[src/rtl/arf156b040e2r2w0cbbehbaa4acw_gclk_rpen_ctrl.sv]
// ---------------------------------------------------------------------------
// arf156b040e2r2w0cbbehbaa4acw_gclk_rpen_ctrl
//
// Regional power-enable controller on the source side of the RCB clock-gating
// interface. It turns array-activity requests into RPEn and the LCP delay bits
// Fd/Rd. It also adds a wake latency, idle hysteresis and a ReqRdy handshake.
// Everything runs on the ungated grid clock.
//
// Ports:
//   CkGridX1N  in   ungated grid clock, rising edge
//   RstX1H     in   synchronous active-high reset
//   ReqVec     in   [NUM_REQ] activity requests (OR-reduced)
//   ForceOn    in   override request, same effect as any ReqVec bit
//   IdleCfg    in   [IDLE_W] idle cycles before RPEn drops
//   FdCfg      in   requested LCP Fd value
//   RdCfg      in   requested LCP Rd value
//   ClrCnt     in   clears WakeCnt, wins over a coincident increment
//   RPEn       out  regional power enable (registered)
//   Fd, Rd     out  LCP bits (registered, change only while RPEn is low)
//   ReqRdy     out  gated clock stable, requesters may proceed (registered)
//   WakeCnt    out  [CNT_W] saturating count of wake events
// ---------------------------------------------------------------------------
module arf156b040e2r2w0cbbehbaa4acw_gclk_rpen_ctrl #(
    parameter int unsigned NUM_REQ  = 4,
    parameter int unsigned IDLE_W   = 6,
    parameter int unsigned WAKE_LAT = 2,
    parameter int unsigned CNT_W    = 16,
    parameter logic        FD_RST   = 1'b0,
    parameter logic        RD_RST   = 1'b0
) (
    input  logic               CkGridX1N,
    input  logic               RstX1H,
    input  logic [NUM_REQ-1:0] ReqVec,
    input  logic               ForceOn,
    input  logic [IDLE_W-1:0]  IdleCfg,
    input  logic               FdCfg,
    input  logic               RdCfg,
    input  logic               ClrCnt,
    output logic               RPEn,
    output logic               Fd,
    output logic               Rd,
    output logic               ReqRdy,
    output logic [CNT_W-1:0]   WakeCnt
);

    // One counter serves both the wake latency and the idle hysteresis, so it
    // is sized for whichever of the two needs more bits.
    localparam int unsigned WW = (WAKE_LAT > 0) ? $clog2(WAKE_LAT + 1) : 1;
    localparam int unsigned CW = (IDLE_W > WW) ? IDLE_W : WW;

    typedef enum logic [1:0] {
        ST_IDLE,
        ST_WAKE,
        ST_ACTIVE,
        ST_HYST
    } state_t;

    state_t            r_state;
    logic [CW-1:0]     r_cnt;
    logic              r_rpen;
    logic              r_rdy;
    logic              r_fd;
    logic              r_rd;
    logic [CNT_W-1:0]  r_wake_cnt;

    logic w_req;
    logic w_wake_evt;

    assign w_req      = (|ReqVec) | ForceOn;
    assign w_wake_evt = (r_state == ST_IDLE) && w_req;

    always_ff @(posedge CkGridX1N) begin
        if (RstX1H) begin
            r_state    <= ST_IDLE;
            r_cnt      <= '0;
            r_rpen     <= 1'b0;
            r_rdy      <= 1'b0;
            r_fd       <= FD_RST;
            r_rd       <= RD_RST;
            r_wake_cnt <= '0;
        end else begin
            // LCP bits only move while the gated clock is off.
            if (r_state == ST_IDLE) begin
                r_fd <= FdCfg;
                r_rd <= RdCfg;
            end

            if (ClrCnt) begin
                r_wake_cnt <= '0;
            end else if (w_wake_evt && (r_wake_cnt != '1)) begin
                r_wake_cnt <= r_wake_cnt + CNT_W'(1);
            end

            // RPEn/ReqRdy are registered alongside the next state so they
            // always equal the state decode without any input-to-output path.
            case (r_state)
                ST_IDLE: begin
                    if (w_req) begin
                        r_rpen <= 1'b1;
                        if (WAKE_LAT == 0) begin
                            r_state <= ST_ACTIVE;
                            r_rdy   <= 1'b1;
                        end else begin
                            r_state <= ST_WAKE;
                            r_cnt   <= CW'(WAKE_LAT);
                        end
                    end
                end
                ST_WAKE: begin
                    // A dropped request does not abort the wake.
                    if (r_cnt == CW'(1)) begin
                        r_state <= ST_ACTIVE;
                        r_rdy   <= 1'b1;
                    end else begin
                        r_cnt <= r_cnt - CW'(1);
                    end
                end
                ST_ACTIVE: begin
                    if (!w_req) begin
                        if (IdleCfg == '0) begin
                            r_state <= ST_IDLE;
                            r_rpen  <= 1'b0;
                            r_rdy   <= 1'b0;
                        end else begin
                            r_state <= ST_HYST;
                            r_cnt   <= CW'(IdleCfg);
                        end
                    end
                end
                ST_HYST: begin
                    if (w_req) begin
                        r_state <= ST_ACTIVE;
                    end else if (r_cnt == CW'(1)) begin
                        r_state <= ST_IDLE;
                        r_rpen  <= 1'b0;
                        r_rdy   <= 1'b0;
                    end else begin
                        r_cnt <= r_cnt - CW'(1);
                    end
                end
                default: begin
                    r_state <= ST_IDLE;
                    r_rpen  <= 1'b0;
                    r_rdy   <= 1'b0;
                end
            endcase
        end
    end

    assign RPEn    = r_rpen;
    assign ReqRdy  = r_rdy;
    assign Fd      = r_fd;
    assign Rd      = r_rd;
    assign WakeCnt = r_wake_cnt;

endmodule

[config.mk]
export PLATFORM = sky130hd
export DESIGN_NAME = arf156b040e2r2w0cbbehbaa4acw_gclk_rpen_ctrl
export DESIGN_NICKNAME = d
export VERILOG_FILES = /design/src/rtl/arf156b040e2r2w0cbbehbaa4acw_gclk_rpen_ctrl.sv
export SDC_FILE = /design/constraint.sdc
export NUM_CORES = 1
export LEC_CHECK = 0
export CORE_ASPECT_RATIO = 2
export CORE_MARGIN = 2
export CORE_UTILIZATION = 30
export DETAILED_ROUTE_END_ITERATION = 16
export PLACE_DENSITY_LB_ADDON = 0.25
export SETUP_SLACK_MARGIN = 0.3
export SYNTH_ARGS = -nofsm -noshare
export SYNTH_HDL_FRONTEND = slang
export SYNTH_SLANG_ARGS = --single-unit
[constraint.sdc]
create_clock -name CkGridX1N -period 2.7 [get_ports CkGridX1N]
set_input_delay 0.54 -clock CkGridX1N [delete_from_list [all_inputs] [get_ports CkGridX1N]]
set_output_delay 0.54 -clock CkGridX1N [all_outputs]
set_load 0.02 [all_outputs]
-- Word level (Yosys, flattened, before mapping)
Cells that the tools add are included.
- $add $sub $neg: 2
- eq/ne operators: 13
- muxes and demuxes: 21
- bitwise logic cells: 1
- reduce and logical (&&, ||, !) cells: 12
- operators with widths (kind ; count):
    6-bit two-way mux ; 5
    6-bit one-hot mux with 4 select lines ; 1
    16-bit by 1-bit adder with 16-bit output (second input constant) ; 1
    16-bit != test (second input constant) ; 1
    2-bit != test (second input constant) ; 7
    2-bit two-way mux ; 6
    6-bit AND reduction ; 2
    2-bit one-hot mux with 4 select lines ; 1
    4-bit AND reduction ; 2
    6-bit by 1-bit equality test with 1-bit output (second input constant) ; 1
    6-bit logical NOT ; 1
    1-bit two-way mux ; 6
    1-bit one-hot mux with 3 select lines ; 2
    3-bit nonzero test ; 2
    6-bit by 1-bit subtractor with 6-bit output (second input constant) ; 1
    2-bit equality test (second input constant) ; 2
    4-bit OR reduction ; 1
    3-bit != test (second input constant) ; 1
    2-bit by 1-bit equality test with 1-bit output (second input constant) ; 1
    1-bit logical AND ; 2
    2-bit logical NOT ; 1
    2-bit OR reduction ; 1
    1-bit OR ; 1
- flip-flop bits (word level): 28
- output and inout bits: 20
- logic and storage cells: 56

-- Depth between registers and ports, before layout
- depth after elaboration: 4
- gate-level depth with buffers: 7

-- Least setup slack after synthesis
No wires, ideal clock.
- path type: input -> register
- start: input port IdleCfg[1]
- end: register r_cnt[0]
- data arrival time: 1.900 ns
- setup slack: 0.663 ns
- stages: 6
- buffers on the path: 1
- cell sequence: or4_4 > o31a_1 > o311a_1 > buf_6 > nor2_1 > a211oi_2
- longest elaborated chain between the ends: 3
- RTL lines (what ; line ; RTL):
    start, declared ; 35 ; input logic [IDLE_W-1:0] IdleCfg,
    6-bit logical NOT ; 120 ; if (IdleCfg == '0) begin
    2-bit != test (no line) ; n/a ;
    4-bit AND reduction (no line) ; n/a ;
    end signal, assigned ; 115 ; r_cnt <= r_cnt - CW'(1);
    end signal, assigned ; 126 ; r_cnt <= CW'(IdleCfg);
    end signal, assigned ; 138 ; r_cnt <= r_cnt - CW'(1);
    end, declared ; 59 ; logic [CW-1:0] r_cnt;
No other way between the ends.
A chain may end at the register's enable or synchronous reset.

-- Worst setup path after layout
- start: input port IdleCfg[1]
- end: register r_cnt[5]
Same word-level chain as after synthesis.

==> impl_metrics.env <==
export IMPL_status="complete, no violations"
export IMPL_layout_setup_ws_ns=0.442
export IMPL_synthSimpleGateAreaFrac_pct=23.2
export IMPL_wl_met2_um=2250
export IMPL_grt_remaining_overflow=0
export IMPL_num_rows=36
export IMPL_fin_setup_tns_ns=0
export IMPL_die_x_um=54.6
export IMPL_synth_compound_area_share_pct=22.0
export IMPL_vdd_ir_drop_max_uv=393
export IMPL_maxSlewViolCount=0
export IMPL_clock_sinks=28
export IMPL_synth_xor_area_share_pct=9.71
export IMPL_drt_drc_violations_left=0
export IMPL_synth_flop_cell="dfxtp_1"
export IMPL_cts_resized_gates=0
export IMPL_clock_latency_ns=0.27
export IMPL_layout_commonest_cell="clkdlybuf4s50_1"
export IMPL_synth_edff_count=0
export IMPL_wire_per_inst_um=14.4
export IMPL_dieArea_um2=5740
export IMPL_max_slew_margin_pct=61.7
export IMPL_cts_buffer_depth=2
export IMPL_track_usage_pct=14.3
export IMPL_htreeDepth=1
export IMPL_synth_fa_ha_area_share_pct=2.45
export IMPL_crit_required_ns=2.85
export IMPL_synth_area_per_cell_um2=8.52
export IMPL_post_dp_hpwl_um=3080
export IMPL_maxCapViolCount=0
export IMPL_crit_chain="clkdlybuf4s50_1, or4_4, o31a_1, o311a_2, nor2_1, a211oi_2"
export IMPL_synth_top_family_by_area="simple AND/OR/NAND/NOR gates"
export IMPL_top_layer_used="met4"
export IMPL_cts_setup_buffers=0
export IMPL_cp_arrival_ns=2.41
export IMPL_rr_worst_depth=6
export IMPL_rrSetupSlack_ns=0.58
export IMPL_ys_ff_latch=28
export IMPL_yosys_area_top_type="dfxtp_1"
export IMPL_syn_num_nets=199
export IMPL_numCtsBuffers=3
export IMPL_grt_max_degree=17
export IMPL_r2r_start="WakeCnt[0]"
export IMPL_holdWs_ns=0.480
export IMPL_clkTransAtPathRegs_ns=0.09
export IMPL_power_density_nw_per_um2=655
export IMPL_synth_distinct_cells=47
export IMPL_grt_pass1_vias=1383
export IMPL_p_leak_nw=0.661
export IMPL_routed_wl_um=3860
export IMPL_cp_end_kind="flop"
export IMPL_critPathLaunch="IdleCfg[1]"
export IMPL_async_flop_share_pct=0
export IMPL_grt_antenna_before_repair=0
export IMPL_start_kind="primary input"
export IMPL_worstSetupPathType="primary input to flop"
export IMPL_ctsRootBufferMaster="clkbuf_8"
export IMPL_place_ws_ns=0.104
export IMPL_min_period_ns=2.26
export IMPL_dr_wl_met3_um=92
export IMPL_gp_congestion=0.792
export IMPL_portBuffers=35
export IMPL_mostFrequentLayoutCells="clkdlybuf4s50_1, dfxtp_1, nor2_1"
export IMPL_cp_slowest_stage_delay_ns=0.54
export IMPL_final_hold_viol_count=0
export IMPL_setup_viol=0
export IMPL_viasPerCell=5.36
export IMPL_start_util_pct=31.2
export IMPL_dr_pass1_iters=4
export IMPL_max_freq_ghz=0.443
export IMPL_antenna_left=0
export IMPL_cts_tree="done"
export IMPL_crit_fanout=11
export IMPL_skew_ns=0.00580
export IMPL_synth_cells=180
export IMPL_synth_top_area_share_pct=36.5
export IMPL_crit_slowest_cell="or4_4"
export IMPL_synth_area_leaders="dfxtp_1, nor2_1, xor2_1"
export IMPL_hold_buffers=0
export IMPL_diodes=0
export IMPL_endpoint="r_cnt[5]"
export IMPL_synthMuxAreaShare_pct=1.31
export IMPL_grt_pass1_wl_um=6230
export IMPL_drt_iter0_drc=28
export IMPL_vias=1431
export IMPL_final_nets=230
export IMPL_rsz0062_at_grt="false"
export IMPL_wl_met1_um=1450
export IMPL_area_growth_synth_to_final_pct=28.8
export IMPL_rr_endpoint="WakeCnt[14]"
export IMPL_ys_seq_area_share_pct=36.5
export IMPL_fin_crit_sh_pct=83.6
export IMPL_worstMarginPinSlew_ns=0.568
export IMPL_layout_drive_gt1_share_pct=7.62
export IMPL_io_pins=36
export IMPL_synth_area_um2=1530
export IMPL_core_area_um2=4910
export IMPL_hp_class="flop to flop"
export IMPL_ys_warn_count=0
export IMPL_die_y_um=105
==> stage by stage <==
stage / power [W] / utilization (%) / cell area, um^2 / instances
floorplan: 0.000912 / - / 1530 / 180
global placement: 0.00104 / 39.1 / 1920 / 263
detailed placement: 0.00105 / 39.1 / 1920 / 263
CTS: 0.00130 / 40.2 / 1970 / 267
global route: 0.00139 / 40.2 / 1980 / 267
finish: 0.00129 / 40.2 / 1980 / 267
==> how the worst min path moves through the flow <==
stage                  start  endpoint  depth (start not counted)  slack [ns]
global route              Rd        Rd                          2        0.50
finish                    Fd        Fd                          2        0.48
detailed placement        Rd        Rd                          2        0.47
global placement          Rd        Rd                          2        0.46
floorplan           r_cnt[3]  r_cnt[3]                          2        0.45
CTS                       Fd        Fd                          2        0.48
==> cell usage after synthesis, drive strengths merged, types with 2 or more instances <==
library cell and count:
dfxtp 28, nor2 28, nand2 11, xor2 9, xnor2 8, o21ai 7, buf 6, inv 6
o211ai 6, clkbuf 5, a211oi 4, a22oi 4, and3 4, nor4 4, or2 4, a21oi 3
ha 3, nand3 3, nand4 3, o2111ai 3, o31ai 3, a311oi 2, and4 2, mux2i 2
nor2b 2, nor3 2, nor3b 2, o21a 2, o311ai 2, or3 2
==> critical path: cells and delay by family <==
kind / cells / cell delay [ns]
buffers and inverters: 1 / 0.42
AND/OR/NAND/NOR: 2 / 0.69
AO/OA/AOI/OAI: 3 / 0.76
==> cell type report <==
class / count / area (um^2)
Sequential cell: 28 / 561
Tap cell: 57 / 71.3
Multi-Input combinational cell: 135 / 901
Timing Repair Buffer: 37 / 365
Fill cell: 519 / 2930
Clock buffer: 4 / 55.1
Inverter: 6 / 22.5
==> cell families after synthesis <==
group                    count (synthesis)
AO/OA/AOI/OAI                           43
XOR/XNOR                                17
AND/OR/NAND/NOR                         70
flip-flops                              28
buffers and inverters                   17
adder cells (fa/ha/maj)                  3
multiplexers                             2
==> per-layer routing <==
| metal | GRT usage, % | vias up |
|---|---|---|
| li1 | - | 716 |
| met1 | 14.7 | 680 |
| met2 | 26.8 | 29 |
| met3 | 1.57 | 6 |
| met4 | 5.89 | 0 |
| met5 | 0 | - |
==> registers in the layout, indices dropped and copies added, names as in the netlist <==
| register | flops |
|---|---|
| r_state | 2 |
| r_cnt | 6 |
| Rd | 1 |
| WakeCnt | 16 |
| ReqRdy | 1 |
| RPEn | 1 |
| Fd | 1 |
==> where the power goes <==
| group | internal [W] | switching [W] | total, W |
|---|---|---|---|
| combinational | 0.000226 | 0.000260 | 0.000486 |
| clock | 0.000130 | 0.000129 | 0.000259 |
| sequential | 0.000474 | 0.0000751 | 0.000550 |
Power figures use the tool's default switching activity.
==> RTL edit: new RTL, same flow settings <==
Set the parameter `CNT_W` to 32 (it was 16).
--- a/src/rtl/arf156b040e2r2w0cbbehbaa4acw_gclk_rpen_ctrl.sv
+++ b/src/rtl/arf156b040e2r2w0cbbehbaa4acw_gclk_rpen_ctrl.sv
@@ -24,7 +24,7 @@
     parameter int unsigned NUM_REQ  = 4,
     parameter int unsigned IDLE_W   = 6,
     parameter int unsigned WAKE_LAT = 2,
-    parameter int unsigned CNT_W    = 16,
+    parameter int unsigned CNT_W    = 32,
     parameter logic        FD_RST   = 1'b0,
     parameter logic        RD_RST   = 1'b0
 ) (
Interface: changed (resized WakeCnt); port bits go from 36 to 52. No check against the original RTL was run, so the function may have changed too.
==> RTL edit against the unedited design <==
Final area up 61%. Sequential cell count increased by 16. Synthesized area grew 55%. Sequential power grew 27%. Die area grew 52%. Worst setup slack got worse by 0.077 ns. Highest routed layer unchanged. Fmax is 3.3% lower. Routed wire length increased by 77%. Total power rose by 23%.
==> RTL edit: results (changes against the unedited design) <==
yosys:
  yosysSeqAreaShare: 0.370  # +0.00433
  syn-num-nets: 310  # +56%
  ys_top_cells_by_area: "dfxtp_1 37%, a21oi_1 6.7%, or4_1 5.7%"
  synthArstFlopShare: 0  # unchanged
  synth_commonest_cells: "44 x dfxtp_1, 32 x a21oi_1, 25 x nand2_1"
clock_network:
  htree_levels: 2  # +1
  clk_latency_ns: 0.29  # +0.02 ns
  cts_buffers: 5  # +2
  cts-root-buf: "clkbuf_16"
global_routing:
  globalRouteTotalUtil: 0.167  # +0.0234
  grt_first_pass_wirelength_um: 11200  # +81%
  first_global_vias: 2336  # +69%
  grt_max_degree: 26  # +9
drt:
  wl_per_cell_um: 15.5  # +7.7%
  vias: 2513  # +76%
sta:
  timing.hold.ws_ns: 0.492  # +0.0119 ns
  finClkSkew_ns: 0.00632  # +0.000516 ns
  slew_headroom: 0.657  # +0.0398
layout:
  drive_gt1_frac: 0.0640  # -0.0122
  fin_nets: 362  # +57%
power_and_ir_drop:
  netSwitchingPower_mw: 0.390  # -16%
  p_leak_nw: 1.03  # +56%
placed_design:
  dpl-instance-area_mm2: 0.00301  # +57%
  gp_congestion: 0.879  # +11%
setup_path:
  arrival_ns: 2.57  # +0.16 ns
  r2r_slack_ns: 0.44  # -0.14 ns
  cp_max_fo: 6  # -5
  critPathSlowestCell: "or4_1"
run_status:
  status: "finished clean"
[RTL edit: repair_timing]
action	in CTS	in global routing
setup endpoints to repair	0	8
gates resized for setup	0	2
hold buffers	0	0
[RTL edit: final timing paths]
path / start / end / cells past startpoint
worst max-delay path: ReqVec[0] / r_cnt[5] / 7
worst min-delay path: RPEn / RPEn / 1
worst max register to register: WakeCnt[6] / WakeCnt[30] / 5
worst min register to register: RPEn / RPEn / 1
[RTL edit: stage by stage]
step / worst slack (ns) / total power, mW / cells
after floorplan: 0.527 / 0.836 / 291
after global placement: 0.109 / 0.914 / 432
after detailed placement: 0.0104 / 0.918 / 432
after CTS: 0.320 / 1.61 / 440
after global routing: 0.238 / 1.66 / 440
final: 0.365 / 1.59 / 440
[RTL edit: power groups by stage]
stage	Sequential (mW)	Clock, mW	Combinational (mW)
final	0.696	0.686	0.210
after global routing	0.700	0.731	0.233
after CTS	0.695	0.710	0.209
after detailed placement	0.709	0	0.208
after global placement	0.708	0	0.205
after floorplan	0.709	0	0.127
[RTL edit: layout make-up]
class / count / area (µm²)
fillers: 820 / 4650
multi-input cells: 227 / 1420
flip-flops and latches: 44 / 881
repair buffers: 60 / 578
clock buffers: 6 / 129
well taps: 96 / 120
clock inverters: 2 / 35.0
inverters: 5 / 18.8
[RTL edit: cell families after synthesis]
kind of cell / after synthesis / share of synthesized area
AND/OR/NAND/NOR: 132 / 0.319
flip-flops: 44 / 0.370
multiplexers: 2 / 0.00840
AO/OA/AOI/OAI: 88 / 0.243
adder cells (fa/ha/maj): 3 / 0.0158
XOR/XNOR: 2 / 0.00735
buffers and inverters: 20 / 0.0373
[RTL edit: worst reg2reg max path, cell delays in order, from the launching register on]
cell,delay (ns)
dfxtp_1,0.43
nand4_2,0.25
or2_1,0.31
a2111o_1,0.54
or4_1,0.53
a21oi_1,0.14
[RTL edit: routing by layer]
metal / vias to the layer above / part of all wire / track usage / routed length (µm)
li1: 1236 / - / - / -
met3: 12 / 0.046 / 0.0422 / 313
met4: 0 / 0.018 / 0.0768 / 126
met1: 1201 / 0.45 / 0.213 / 3080
met2: 64 / 0.49 / 0.260 / 3320
met5: - / 0 / 0 / 0
